**config.mk**
```make
export PLATFORM = sky130hd
export DESIGN_NAME = arp_tx_sched
export DESIGN_NICKNAME = d
export VERILOG_FILES = /design/src/rtl/arp_pkg.sv /design/src/rtl/arp_resolve_retry.sv /design/src/rtl/arp_tx_sched.sv
export SDC_FILE = /design/constraint.sdc
export NUM_CORES = 1
export LEC_CHECK = 0
export CELL_PAD_IN_SITES_DETAIL_PLACEMENT = 1
export CELL_PAD_IN_SITES_GLOBAL_PLACEMENT = 2
export CORE_MARGIN = 4
export CORE_UTILIZATION = 30
export CTS_CLUSTER_SIZE = 20
export DETAILED_ROUTE_END_ITERATION = 10
export GPL_TIMING_DRIVEN = 0
export HOLD_SLACK_MARGIN = 0.1
export PLACE_DENSITY_LB_ADDON = 0.3
export SYNTH_ARGS = -nofsm -noshare
export SYNTH_HDL_FRONTEND = slang
export SYNTH_SLANG_ARGS = --single-unit
```
**constraint.sdc**
```tcl
create_clock -name clk -period 37.4 [get_ports clk]
set_input_delay 9.35 -clock clk [delete_from_list [all_inputs] [get_ports clk]]
set_output_delay 9.35 -clock clk [all_outputs]
set_load 0.02 [all_outputs]
```
**src/rtl/arp_pkg.sv**
```systemverilog
// Shared ARP constants, frame-source tags and the header field bundle
// used by the ARP transmit scheduler.
package arp_pkg;

    localparam logic [15:0] ARP_OPER_REQUEST = 16'd1;
    localparam logic [15:0] ARP_OPER_REPLY   = 16'd2;
    localparam logic [15:0] ETHERTYPE_ARP    = 16'h0806;
    localparam logic [15:0] ARP_HTYPE_ETH    = 16'd1;
    localparam logic [15:0] ARP_PTYPE_IPV4   = 16'h0800;
    localparam logic [47:0] MAC_BCAST        = 48'hFFFF_FFFF_FFFF;

    typedef enum logic [1:0] {
        SRC_REPLY,
        SRC_REQ,
        SRC_GRAT
    } frame_src_e;

    typedef struct packed {
        logic [47:0] eth_dest;
        logic [47:0] eth_src;
        logic [15:0] eth_type;
        logic [15:0] htype;
        logic [15:0] ptype;
        logic [15:0] oper;
        logic [47:0] sha;
        logic [31:0] spa;
        logic [47:0] tha;
        logic [31:0] tpa;
    } arp_frame_t;

    function automatic arp_frame_t arp_build(
        input logic [15:0] oper,
        input logic [47:0] mac,
        input logic [31:0] ip,
        input logic [47:0] dest,
        input logic [47:0] tha,
        input logic [31:0] tpa
    );
        arp_frame_t f;
        f.eth_dest = dest;
        f.eth_src  = mac;
        f.eth_type = ETHERTYPE_ARP;
        f.htype    = ARP_HTYPE_ETH;
        f.ptype    = ARP_PTYPE_IPV4;
        f.oper     = oper;
        f.sha      = mac;
        f.spa      = ip;
        f.tha      = tha;
        f.tpa      = tpa;
        return f;
    endfunction

endpackage

```
**src/rtl/arp_resolve_retry.sv**
```systemverilog
// Resolve engine: one outstanding cache-miss lookup, sending request
// frames at a fixed interval until answered or the attempts run out.
module arp_resolve_retry
    import arp_pkg::*;
#(
    parameter int RETRY_COUNT    = 4,
    parameter int RETRY_INTERVAL = 125000000
) (
    input  logic        clk,
    input  logic        rst,
    input  logic        query_valid,
    output logic        query_ready,
    input  logic [31:0] query_ip,
    input  logic        query_done,
    output logic        query_fail,
    output logic        req_pend,
    output logic [31:0] req_ip,
    output logic        req_active,
    input  logic        req_sent
);

    localparam int AW = $clog2(RETRY_COUNT + 1);
    localparam int TW = $clog2(RETRY_INTERVAL);
    localparam logic [AW-1:0] MAX_ATT    = AW'(RETRY_COUNT);
    localparam logic [TW-1:0] TIMER_LOAD = TW'(RETRY_INTERVAL - 1);

    typedef enum logic [1:0] {
        R_IDLE,
        R_SEND,
        R_WAIT
    } rstate_e;

    rstate_e        state_q;
    logic [31:0]    ip_q;
    logic [AW-1:0]  att_q;
    logic [TW-1:0]  timer_q;
    logic           fail_q;

    always_ff @(posedge clk or posedge rst) begin
        if (rst) begin
            state_q <= R_IDLE;
            ip_q    <= '0;
            att_q   <= '0;
            timer_q <= '0;
            fail_q  <= 1'b0;
        end else begin
            fail_q <= 1'b0;
            unique case (state_q)
                R_IDLE: begin
                    if (query_valid) begin
                        ip_q    <= query_ip;
                        att_q   <= '0;
                        timer_q <= '0;
                        state_q <= R_SEND;
                    end
                end
                R_SEND: begin
                    if (query_done) begin
                        state_q <= R_IDLE;
                    end else if (req_sent) begin
                        att_q   <= att_q + 1'b1;
                        timer_q <= TIMER_LOAD;
                        state_q <= R_WAIT;
                    end
                end
                R_WAIT: begin
                    // an answer arriving on the expiry cycle beats the failure
                    if (query_done) begin
                        state_q <= R_IDLE;
                    end else if (timer_q == '0) begin
                        if (att_q == MAX_ATT) begin
                            fail_q  <= 1'b1;
                            state_q <= R_IDLE;
                        end else begin
                            state_q <= R_SEND;
                        end
                    end else begin
                        timer_q <= timer_q - 1'b1;
                    end
                end
                default: state_q <= R_IDLE;
            endcase
        end
    end

    assign query_ready = (state_q == R_IDLE);
    assign query_fail  = fail_q;
    assign req_pend    = (state_q == R_SEND);
    assign req_ip      = ip_q;
    assign req_active  = (state_q != R_IDLE);

endmodule

```
**src/rtl/arp_tx_sched.sv**
```systemverilog
// ARP transmit scheduler: arbitrates reply, resolve-request and
// gratuitous frames onto one valid/ready header-field interface.
module arp_tx_sched
    import arp_pkg::*;
#(
    parameter int RETRY_COUNT    = 4,
    parameter int RETRY_INTERVAL = 125000000
) (
    input  logic        clk,
    input  logic        rst,
    input  logic [47:0] local_mac,
    input  logic [31:0] local_ip,
    input  logic        reply_valid,
    output logic        reply_ready,
    input  logic [47:0] reply_tha,
    input  logic [31:0] reply_tpa,
    input  logic        query_valid,
    output logic        query_ready,
    input  logic [31:0] query_ip,
    input  logic        query_done,
    output logic        query_fail,
    input  logic        grat_trigger,
    output logic        m_frame_valid,
    input  logic        m_frame_ready,
    output logic [47:0] m_eth_dest_mac,
    output logic [47:0] m_eth_src_mac,
    output logic [15:0] m_eth_type,
    output logic [15:0] m_arp_htype,
    output logic [15:0] m_arp_ptype,
    output logic [15:0] m_arp_oper,
    output logic [47:0] m_arp_sha,
    output logic [31:0] m_arp_spa,
    output logic [47:0] m_arp_tha,
    output logic [31:0] m_arp_tpa,
    output logic        busy
);

    typedef enum logic {
        F_IDLE,
        F_SEND
    } fstate_e;

    fstate_e     fstate_q;
    frame_src_e  src_q;
    arp_frame_t  frame_q;
    logic        valid_q;
    logic        reply_pend_q;
    logic [47:0] reply_tha_q;
    logic [31:0] reply_tpa_q;
    logic        grat_pend_q;

    logic        req_pend;
    logic [31:0] req_ip;
    logic        req_active;
    logic        req_sent;

    assign req_sent = valid_q && m_frame_ready && (src_q == SRC_REQ);

    arp_resolve_retry #(
        .RETRY_COUNT    (RETRY_COUNT),
        .RETRY_INTERVAL (RETRY_INTERVAL)
    ) u_resolve (
        .clk         (clk),
        .rst         (rst),
        .query_valid (query_valid),
        .query_ready (query_ready),
        .query_ip    (query_ip),
        .query_done  (query_done),
        .query_fail  (query_fail),
        .req_pend    (req_pend),
        .req_ip      (req_ip),
        .req_active  (req_active),
        .req_sent    (req_sent)
    );

    always_ff @(posedge clk or posedge rst) begin
        if (rst) begin
            fstate_q     <= F_IDLE;
            src_q        <= SRC_REPLY;
            frame_q      <= '0;
            valid_q      <= 1'b0;
            reply_pend_q <= 1'b0;
            reply_tha_q  <= '0;
            reply_tpa_q  <= '0;
            grat_pend_q  <= 1'b0;
        end else begin
            if (reply_valid && !reply_pend_q) begin
                reply_pend_q <= 1'b1;
                reply_tha_q  <= reply_tha;
                reply_tpa_q  <= reply_tpa;
            end
            unique case (fstate_q)
                F_IDLE: begin
                    if (reply_pend_q) begin
                        frame_q  <= arp_build(ARP_OPER_REPLY, local_mac,
                                              local_ip, reply_tha_q,
                                              reply_tha_q, reply_tpa_q);
                        src_q    <= SRC_REPLY;
                        valid_q  <= 1'b1;
                        fstate_q <= F_SEND;
                    end else if (req_pend) begin
                        frame_q  <= arp_build(ARP_OPER_REQUEST, local_mac,
                                              local_ip, MAC_BCAST,
                                              48'd0, req_ip);
                        src_q    <= SRC_REQ;
                        valid_q  <= 1'b1;
                        fstate_q <= F_SEND;
                    end else if (grat_pend_q) begin
                        frame_q  <= arp_build(ARP_OPER_REQUEST, local_mac,
                                              local_ip, MAC_BCAST,
                                              48'd0, local_ip);
                        src_q    <= SRC_GRAT;
                        valid_q  <= 1'b1;
                        fstate_q <= F_SEND;
                    end
                end
                F_SEND: begin
                    if (m_frame_ready) begin
                        valid_q  <= 1'b0;
                        fstate_q <= F_IDLE;
                        if (src_q == SRC_REPLY) reply_pend_q <= 1'b0;
                        if (src_q == SRC_GRAT)  grat_pend_q  <= 1'b0;
                    end
                end
                default: fstate_q <= F_IDLE;
            endcase
            // a trigger on the handshake cycle starts a fresh announcement
            if (grat_trigger) grat_pend_q <= 1'b1;
        end
    end

    assign reply_ready    = !reply_pend_q;
    assign busy           = reply_pend_q | grat_pend_q | req_active | valid_q;
    assign m_frame_valid  = valid_q;
    assign m_eth_dest_mac = frame_q.eth_dest;
    assign m_eth_src_mac  = frame_q.eth_src;
    assign m_eth_type     = frame_q.eth_type;
    assign m_arp_htype    = frame_q.htype;
    assign m_arp_ptype    = frame_q.ptype;
    assign m_arp_oper     = frame_q.oper;
    assign m_arp_sha      = frame_q.sha;
    assign m_arp_spa      = frame_q.spa;
    assign m_arp_tha      = frame_q.tha;
    assign m_arp_tpa      = frame_q.tpa;

endmodule

```
==> results.md, run 1 <==
- Pins over their slew limit: 0
- Highest routed metal layer: met5
- Largest voltage drop on the vdd net: roughly 0.037 mV
- Internal power: between 1 and 1.5 mW
- Routed length on met1: around 23,000 um
- Count of flip-flops with a built-in enable after synthesis: 0
- Number of clock sinks: between 300 and 400
- Clock tree from TritonCTS: built
- Leading register cell type out of synthesis: sky130_fd_sc_hd__dfrtp_1
- Xor-xnor portion of the synthesized cell area: 0
- Number of max-capacitance violations reported: 0
- Average cell area after synthesis: 9.95 um2
- Ratio of cells with drive above 1 in the final layout: 0.128
- Cell Pwr Density: between 90 and 100 nW/um2
- Antenna violations before repair: 10
- Worst hold-check path type: reg2reg
- Most frequent CP cell: sky130_fd_sc_hd__clkbuf_1
- Fraction of the yosys area taken by sequential cells: 0.576
- Fraction of the mapped netlist area in adder cells: 0.00557
- Async SR Flop Fraction: 1.00
- Synth Area in Compound Gates: 0.114
- Part of the cycle the worst path needs: 0.328
- Dominant combinational cell family by area after synthesis: simple AND/OR/NAND/NOR gates
- Number of buffers between clock root and the deepest sink: 3
- Post-route clock skew: roughly 22 ps
- Number of synthesis warnings: 0
- Number of nets with antenna violations after detailed routing: 0
- CP arrival: a little under 3000 ps
- Synthesis-to-layout area growth: 46.3%
- Crit-path slowest cell: sky130_fd_sc_hd__clkdlybuf4s50_1
- Critical path endpoint category: primary output
- Via/cell ratio: approximately 4.7
- Worst-Skew Late Latency: ~570 ps
- Global-route congestion overflow total: 0
- Number of optimization iterations in the first detailed-route pass: 4
- Syn Inst Count: roughly 1,600
- Critical path's largest stage delay: between 600 and 700 ps
- Power share of the clock group: 0.195
- Final weighted congestion of routability-driven global placement: about 0.81
- Proportion of total power due to net switching: 0.416
- Inserted Clock Buffers: 44
- Final number of setup-violating endpoints: 0
- Core outline area: 51,600 um2
- Register clock-pin slew on the reported worst setup and hold paths: 60 ps
- Vias: approximately 13,000
- Largest fanout of any net on the critical path: 10
- Share of power burned in combinational logic: 0.496
- Detailed-route wire length per cell: between 20 and 25 um
- Count of input and output buffers: about 470
- Power share of the sequential group: 0.309
- Worst EP required: between 20,000 and 30,000 ps
- Die Area: between 50,000 and 60,000 um2
- Std-Cell Rows: 83
- GRT Util Overall: 0.203
- Sum of negative setup slack: 0 ps
- Peak clock frequency supported by timing: between 0.08 and 0.09 GHz
- Sum of met3 wire segment lengths after detailed routing: approximately 4600 um
- Buffer type at the clock tree root: sky130_fd_sc_hd__clkbuf_16
- Filler Cell Count: around 6,000
- Total Power Consumption: about 2.2 mW
- DR iter-0 viols: ~550
- Vias in the first global route: around 15,000
- Final Routed Wirelength: between 50,000 and 60,000 um
- Initial standard-cell utilization of the core: 0.305
- Post-CTS setup repair buffer count: 0
- Top Ports: around 520
- Transition time at the pin with the least slew margin: just over 1000 ps
- Global-route wire length before repair: 89,600 um
- Hold Violations, Final: 0
- Share of synthesized cell area in and, or, nand and nor gates: 0.146
- Layout net count: approximately 2,400
- Overall die height: 237 um
- Most frequent standard cell in the layout excluding fill and tap cells: sky130_fd_sc_hd__clkdlybuf4s50_1
- Post-synthesis register bit count: about 360
- Fraction of synthesized area in multiplexers: 0.0674
- Category of the most critical setup path: reg2out
- Mapped cell area: ~16,000 um2
- Post_cts resized: 0
- Post-DP HPWL: around 44,000 um
- Pin count of the biggest net entering global routing: ~130
- Final min period: between 10,000 and 15,000 ps
- Leakage dissipation: ~10 nW
- Routed wl met2: roughly 29,000 um
- Switching pwr: a little over 0.9 mW
- Remaining design rule violation count: 0
- CP Cell Sequence: clkbuf_1 > clkinv_1 > clkbuf_1 > clkdlybuf4s50_1
- RSZ-0062 raised after global routing: no
- Kind of launch point of the worst setup path: register
- Number of different library cells in the post-synthesis netlist: about 60
- # H-tree levels: 2
- Tightest slew margin relative to the limit: 0.322
- Commonest cells after routing, fill and taps aside: sky130_fd_sc_hd__clkdlybuf4s50_1 (466), sky130_fd_sc_hd__nand2_1 (391), sky130_fd_sc_hd__dfrtp_1 (362), sky130_fd_sc_hd__nor2_1 (110), sky130_fd_sc_hd__buf_4 (109)
- # hold bufs at CTS: 0
- Die width: between 200 and 250 um
- Outcome: finished, final reports clean
-- path summary, 6_finish.rpt --
kind	start	endpoint	slack [ps]	depth (start not counted)
setup / recovery	reply_pend_q$_DFF_PP0_	reply_ready	25130	4
hold / removal	m_arp_spa[8]$_DFFE_PP0P_	m_arp_spa[8]$_DFFE_PP0P_	470	2
setup reg to reg	u_resolve.state_q[1]$_DFFE_PP0P_	m_arp_tha[6]$_DFFE_PP0P_	33950	8
hold reg to reg	m_arp_spa[8]$_DFFE_PP0P_	m_arp_spa[8]$_DFFE_PP0P_	470	2
max in group asynchronous	rst	m_eth_dest_mac[17]$_DFFE_PP0P_	26860	4
min in group asynchronous	rst	m_arp_spa[21]$_DFFE_PP0P_	9150	2
-- registers in the layout, indices dropped and copies added (netlist names) --
| register | cells |
|---|---|
| reply_pend_q | 1 |
| u_resolve.query_fail | 1 |
| grat_pend_q | 1 |
| m_eth_src_mac | 48 |
| u_resolve.att_q | 3 |
| reply_tha_q | 48 |
| m_arp_tpa | 32 |
| m_arp_tha | 48 |
| reply_tpa_q | 32 |
| fstate_q | 1 |
| u_resolve.timer_q | 27 |
| m_arp_oper | 2 |
| u_resolve.state_q | 2 |
| m_eth_dest_mac | 48 |
| u_resolve.req_ip | 32 |
| m_arp_spa | 32 |
| src_q | 2 |
| m_frame_valid | 1 |
| m_eth_type | 1 |
-- layer usage --
layer | vias to the layer above | global-route usage
met4 | 10 | 0.0598
met2 | 379 | 0.352
met5 | - | 0
li1 | 6255 | -
met3 | 83 | 0.0681
met1 | 6680 | 0.240
-- layout make-up --
class	instances	area (um2)	area share
well taps	680	851	0.0370
multi-input cells	1013	5460	0.237
clock buffers	66	1350	0.0585
inverters	61	236	0.0103
diodes	4	10.0	0.000435
repair buffers	469	4750	0.206
flip-flops and latches	362	9060	0.393
clock inverters	10	115	0.00500
plain buffers	201	1200	0.0521
-- cell families after synthesis --
family | after synthesis
buf+inv | 262
simple gates | 556
other cells | 1
flops | 362
compound gates | 295
mux | 98
fa+ha+maj | 7
-- cells in the mapped netlist (all sizes together), types with 10 or more instances --
master	count	share of area
nor2	111	0.027
a21oi	44	0.014
mux2	64	0.046
o31ai	50	0.024
clkbuf	71	0.017
a31oi	52	0.021
o21ai	124	0.040
nand2	395	0.095
inv	59	0.014
mux2i	34	0.022
dfrtp	362	0.58
nand3	10	0.0035
nor3	12	0.0038
buf	130	0.059
-- through the flow --
stage	setup slack, ps	hold WS, ps	std cells	utilization	cell area [um2]
6_report	25130	474	2866	0.446	23000
5_1_grt	24950	499	2865	0.446	23000
4_1_cts	25050	478	2862	0.446	23000
3_5_place_dp	25570	463	2786	0.418	21600
3_3_place_gp	12910	457	2783	0.416	21500
2_1_floorplan	18000	447	1637	-	15900
-- power by group through the flow --
stage	sequential (mW)	clock, mW	combinational [mW]
after floorplan	0.793	0	0.494
after global placement	0.684	0	1.09
after detailed placement	0.690	0	1.11
after CTS	0.685	0.445	1.12
after global routing	0.707	0.460	1.19
final	0.684	0.430	1.10
-- critical path, delay by kind of cell (launching register included) --
family,cells,cell delay (ps)
flip-flops,1,360
buffers and inverters,4,1990
No activity file was read; power rests on OpenSTA's default activity.
==> run 2, diff against run 1 <==
Settings changed: CORE_UTILIZATION 30 to 28.
Clock period 37.4 ns to 11.78 ns, I/O delays scaled along.
==> results.md, run 2 (synthesis gave the netlist of run 1 again) <==
- Kind of launch point of the worst setup path: register
- Count of input and output buffers: 466 (unchanged)
- Power share of the clock group: 0.209 (+0.014)
- Outcome: finished, final reports clean
- Most frequent standard cell in the layout excluding fill and tap cells: sky130_fd_sc_hd__clkdlybuf4s50_1
- Share of power burned in combinational logic: 0.489 (-0.007)
- Die Area: 60,100 um2 (+6.9%)
- Global-route wire length before repair: 90,200 um (+0.63%)
- Via/cell ratio: 4.55 (-2.7%)
- Top Ports: 524 (unchanged)
- Post-route cell area: 23,400 um2 (+1.6%)
- Count of cells along the worst register-to-register path: 8 (unchanged)
- Buffer type at the clock tree root: sky130_fd_sc_hd__clkbuf_16
- Worst reg2reg path startpoint: u_resolve.state_q[1]$_DFFE_PP0P_
- Largest voltage drop on the vdd net: 0.118 mV (+220%)
- Final weighted congestion of routability-driven global placement: 0.829 (+1.7%)
- Layout net count: 2,366 (+0.34%)
- Hold Violations, Final: 0 (unchanged)
- Routed wl met2: 29,800 um (+3.2%)
- # hold bufs at CTS: 0 (unchanged)
- Post-CTS setup repair buffer count: 0 (unchanged)
- Number of optimization iterations in the first detailed-route pass: 4 (unchanged)
- CP arrival: 2870 ps (-50 ps)
- RSZ-0062 raised after global routing: no
- Register clock-pin slew on the reported worst setup and hold paths: 60 ps (about the same)
- Number of buffers between clock root and the deepest sink: 3 (unchanged)
- Critical path's largest stage delay: 670 ps (about the same)
- Initial standard-cell utilization of the core: 0.284 (-0.0209)
- CP Cell Sequence: clkbuf_1 > clkinv_1 > clkbuf_1 > clkdlybuf4s50_1
- Proportion of total power due to net switching: 0.411 (-0.00473)
- Die width: 245 um (+3.4%)
- Routed length on met1: 23,800 um (+2.1%)
- Leakage dissipation: 10.4 nW (+1.2%)
- DR iter-0 viols: 562 (+2.9%)
- Hold path startpoint: m_arp_spa[26]$_DFFE_PP0P_
- Switching pwr: 2.95 mW (+220%)
- Peak clock frequency supported by timing: between 0.15 and 0.2 GHz
- Part of the cycle the worst path needs: 0.494
- Critical path endpoint category: primary output
- Internal power: 4.23 mW (+230%)
- Number of nets with antenna violations after detailed routing: 0 (unchanged)
- Crit-path slowest cell: sky130_fd_sc_hd__clkdlybuf4s50_1
- Pin count of the biggest net entering global routing: 39 (-69%)
- Post-DP HPWL: 46,000 um (+3.7%)
- Category of the most critical setup path: reg2out
- Tightest slew margin relative to the limit: 0.0969 (-0.225)
- Endpoint of the lowest-slack register-to-register path: m_arp_tha[6]$_DFFE_PP0P_
- # H-tree levels: 2 (unchanged)
- Commonest cells after routing, fill and taps aside: sky130_fd_sc_hd__clkdlybuf4s50_1 (466), sky130_fd_sc_hd__nand2_1 (391), sky130_fd_sc_hd__dfrtp_1 (362), sky130_fd_sc_hd__nor2_1 (110), sky130_fd_sc_hd__buf_4 (109)
- Sum of met3 wire segment lengths after detailed routing: 5080 um (+9.5%)
- Antenna violations before repair: 9 (-1)
- Core outline area: 55,400 um2 (+7.4%)
- Final Routed Wirelength: 60,000 um (+2.8%)
- GRT Util Overall: 0.194 (-0.00950)
- Post-route clock skew: 26.1 ps (+4.11 ps)
- Clock tree from TritonCTS: built
- Final number of setup-violating endpoints: 0 (unchanged)
- Cell Pwr Density: 307 nW/um2 (+220%)
- Inserted Clock Buffers: 44 (unchanged)
- Detailed-route wire length per cell: 20.4 um (about the same)
- Worst-Skew Late Latency: 570 ps (about the same)
- Worst EP required: 8840 ps (-19,210 ps)
- Number of max-capacitance violations reported: 0 (unchanged)
- Power share of the sequential group: 0.302 (-0.007)
- Vias in the first global route: 14,372 (-2.1%)
- Transition time at the pin with the least slew margin: 1350 ps (+337 ps)
- Hold Path End: m_arp_spa[26]$_DFFE_PP0P_
- Ratio of cells with drive above 1 in the final layout: 0.132 (+0.00404)
- Vias: 13,402 (-0.037%)
- Number of clock sinks: 362 (unchanged)
- Global-route congestion overflow total: 0 (unchanged)
- Overall die height: 245 um (+3.4%)
- Pins over their slew limit: 0 (unchanged)
- Worst R2R Setup Slack: 8140 ps (-25,810 ps)
- Std-Cell Rows: 86 (+3.6%)
- Worst hold-check path type: reg2reg
- Sum of negative setup slack: 0 ps (unchanged)
- Highest routed metal layer: met5
- Worst hold slack: 473 ps (-0.144 ps)
- Remaining design rule violation count: 0 (unchanged)
- Most frequent CP cell: sky130_fd_sc_hd__clkbuf_1
- Area of placed instances: 21,800 um2 (+1.1%)
- Total Power Consumption: 7.18 mW (+220%)
- Post_cts resized: 0 (unchanged)
- Final min period: 5820 ps
- Cell count of the worst hold path: 2 (unchanged)
- Synthesis-to-layout area growth: 48.6%
- Util after Layout: 0.422 (-0.0240)
- Largest fanout of any net on the critical path: 10 (unchanged)
run 2: changes by cell type in the layout (fill, tap and decap cells not counted), sizes merged:
cell,change
clkbuf,-6
diode,+1
inv,-1
bufinv,+7
clkinvlp,+1
buf,+8
run 2: worst max-delay path by stage:
stage                                      start                         end  slack (ps)  cells after the start
after detailed placement             reply_valid  reply_tpa_q[3]$_DFFE_PP0P_        6350                      5
final                     reply_pend_q$_DFF_PP0_                 reply_ready        5960                      4
after global placement                       rst   m_arp_tha[13]$_DFFE_PP0P_        1030                      2
after floorplan                              rst          fstate_q$_DFF_PP0_        3980                      1
after global routing      reply_pend_q$_DFF_PP0_                 reply_ready        5700                      4
after CTS                 reply_pend_q$_DFF_PP0_                 reply_ready        5830                      4
run 2: layout make-up:
type                            count  area, um2
Multi-Input combinational cell   1013       5460
Buffer                            201       1200
Sequential cell                   362       9060
Timing Repair Buffer              477       4890
Antenna cell                        5       12.5
Clock inverter                     17        325
Tap cell                          748        936
Fill cell                        6300      32000
Inverter                           61        233
Clock buffer                       60       1270
run 2: power groups by stage:
stage	clock network (mW)	logic, mW	registers, mW
detailed placement	0	3.56	2.20
global route	1.60	3.81	2.25
CTS	1.54	3.58	2.18
floorplan	0	1.57	2.52
global placement	0	3.48	2.17
finish	1.50	3.51	2.17
run 2: metrics by stage:
stage	worst slack (ps)	instances
CTS	5830	2939
global placement	1030	2851
floorplan	3980	1637
global route	5700	2941
finish	5960	2944
detailed placement	6350	2862
run 2: critical path: cells and delay by family, from the launching register on:
kind                   cells  cell delay (ps)
buffers and inverters      4             1950
DFF                        1              360
run 2: layer usage:
layer,GRT usage,vias to the layer above
met2,0.338,355
met3,0.0671,81
met1,0.229,6678
met5,0,-
met4,0.0483,12
li1,-,6276
==> run 3, diff against run 2 <==
Clock period 11.78 ns to 5.5 ns, I/O delays scaled along.
==> results of run 3 <==
Same layout as run 2 (identical final DEF). Status: finished, final reports clean.
Among the figures that moved: setup slack after placement 6350 ps -> 1640 ps; setup slack after layout 5960 ps -> 1250 ps; register-to-register setup slack 8140 ps -> 1860 ps; total power 7.18 mW -> 15.4 mW; worst IR drop on VDD 0.118 mV -> 0.253 mV
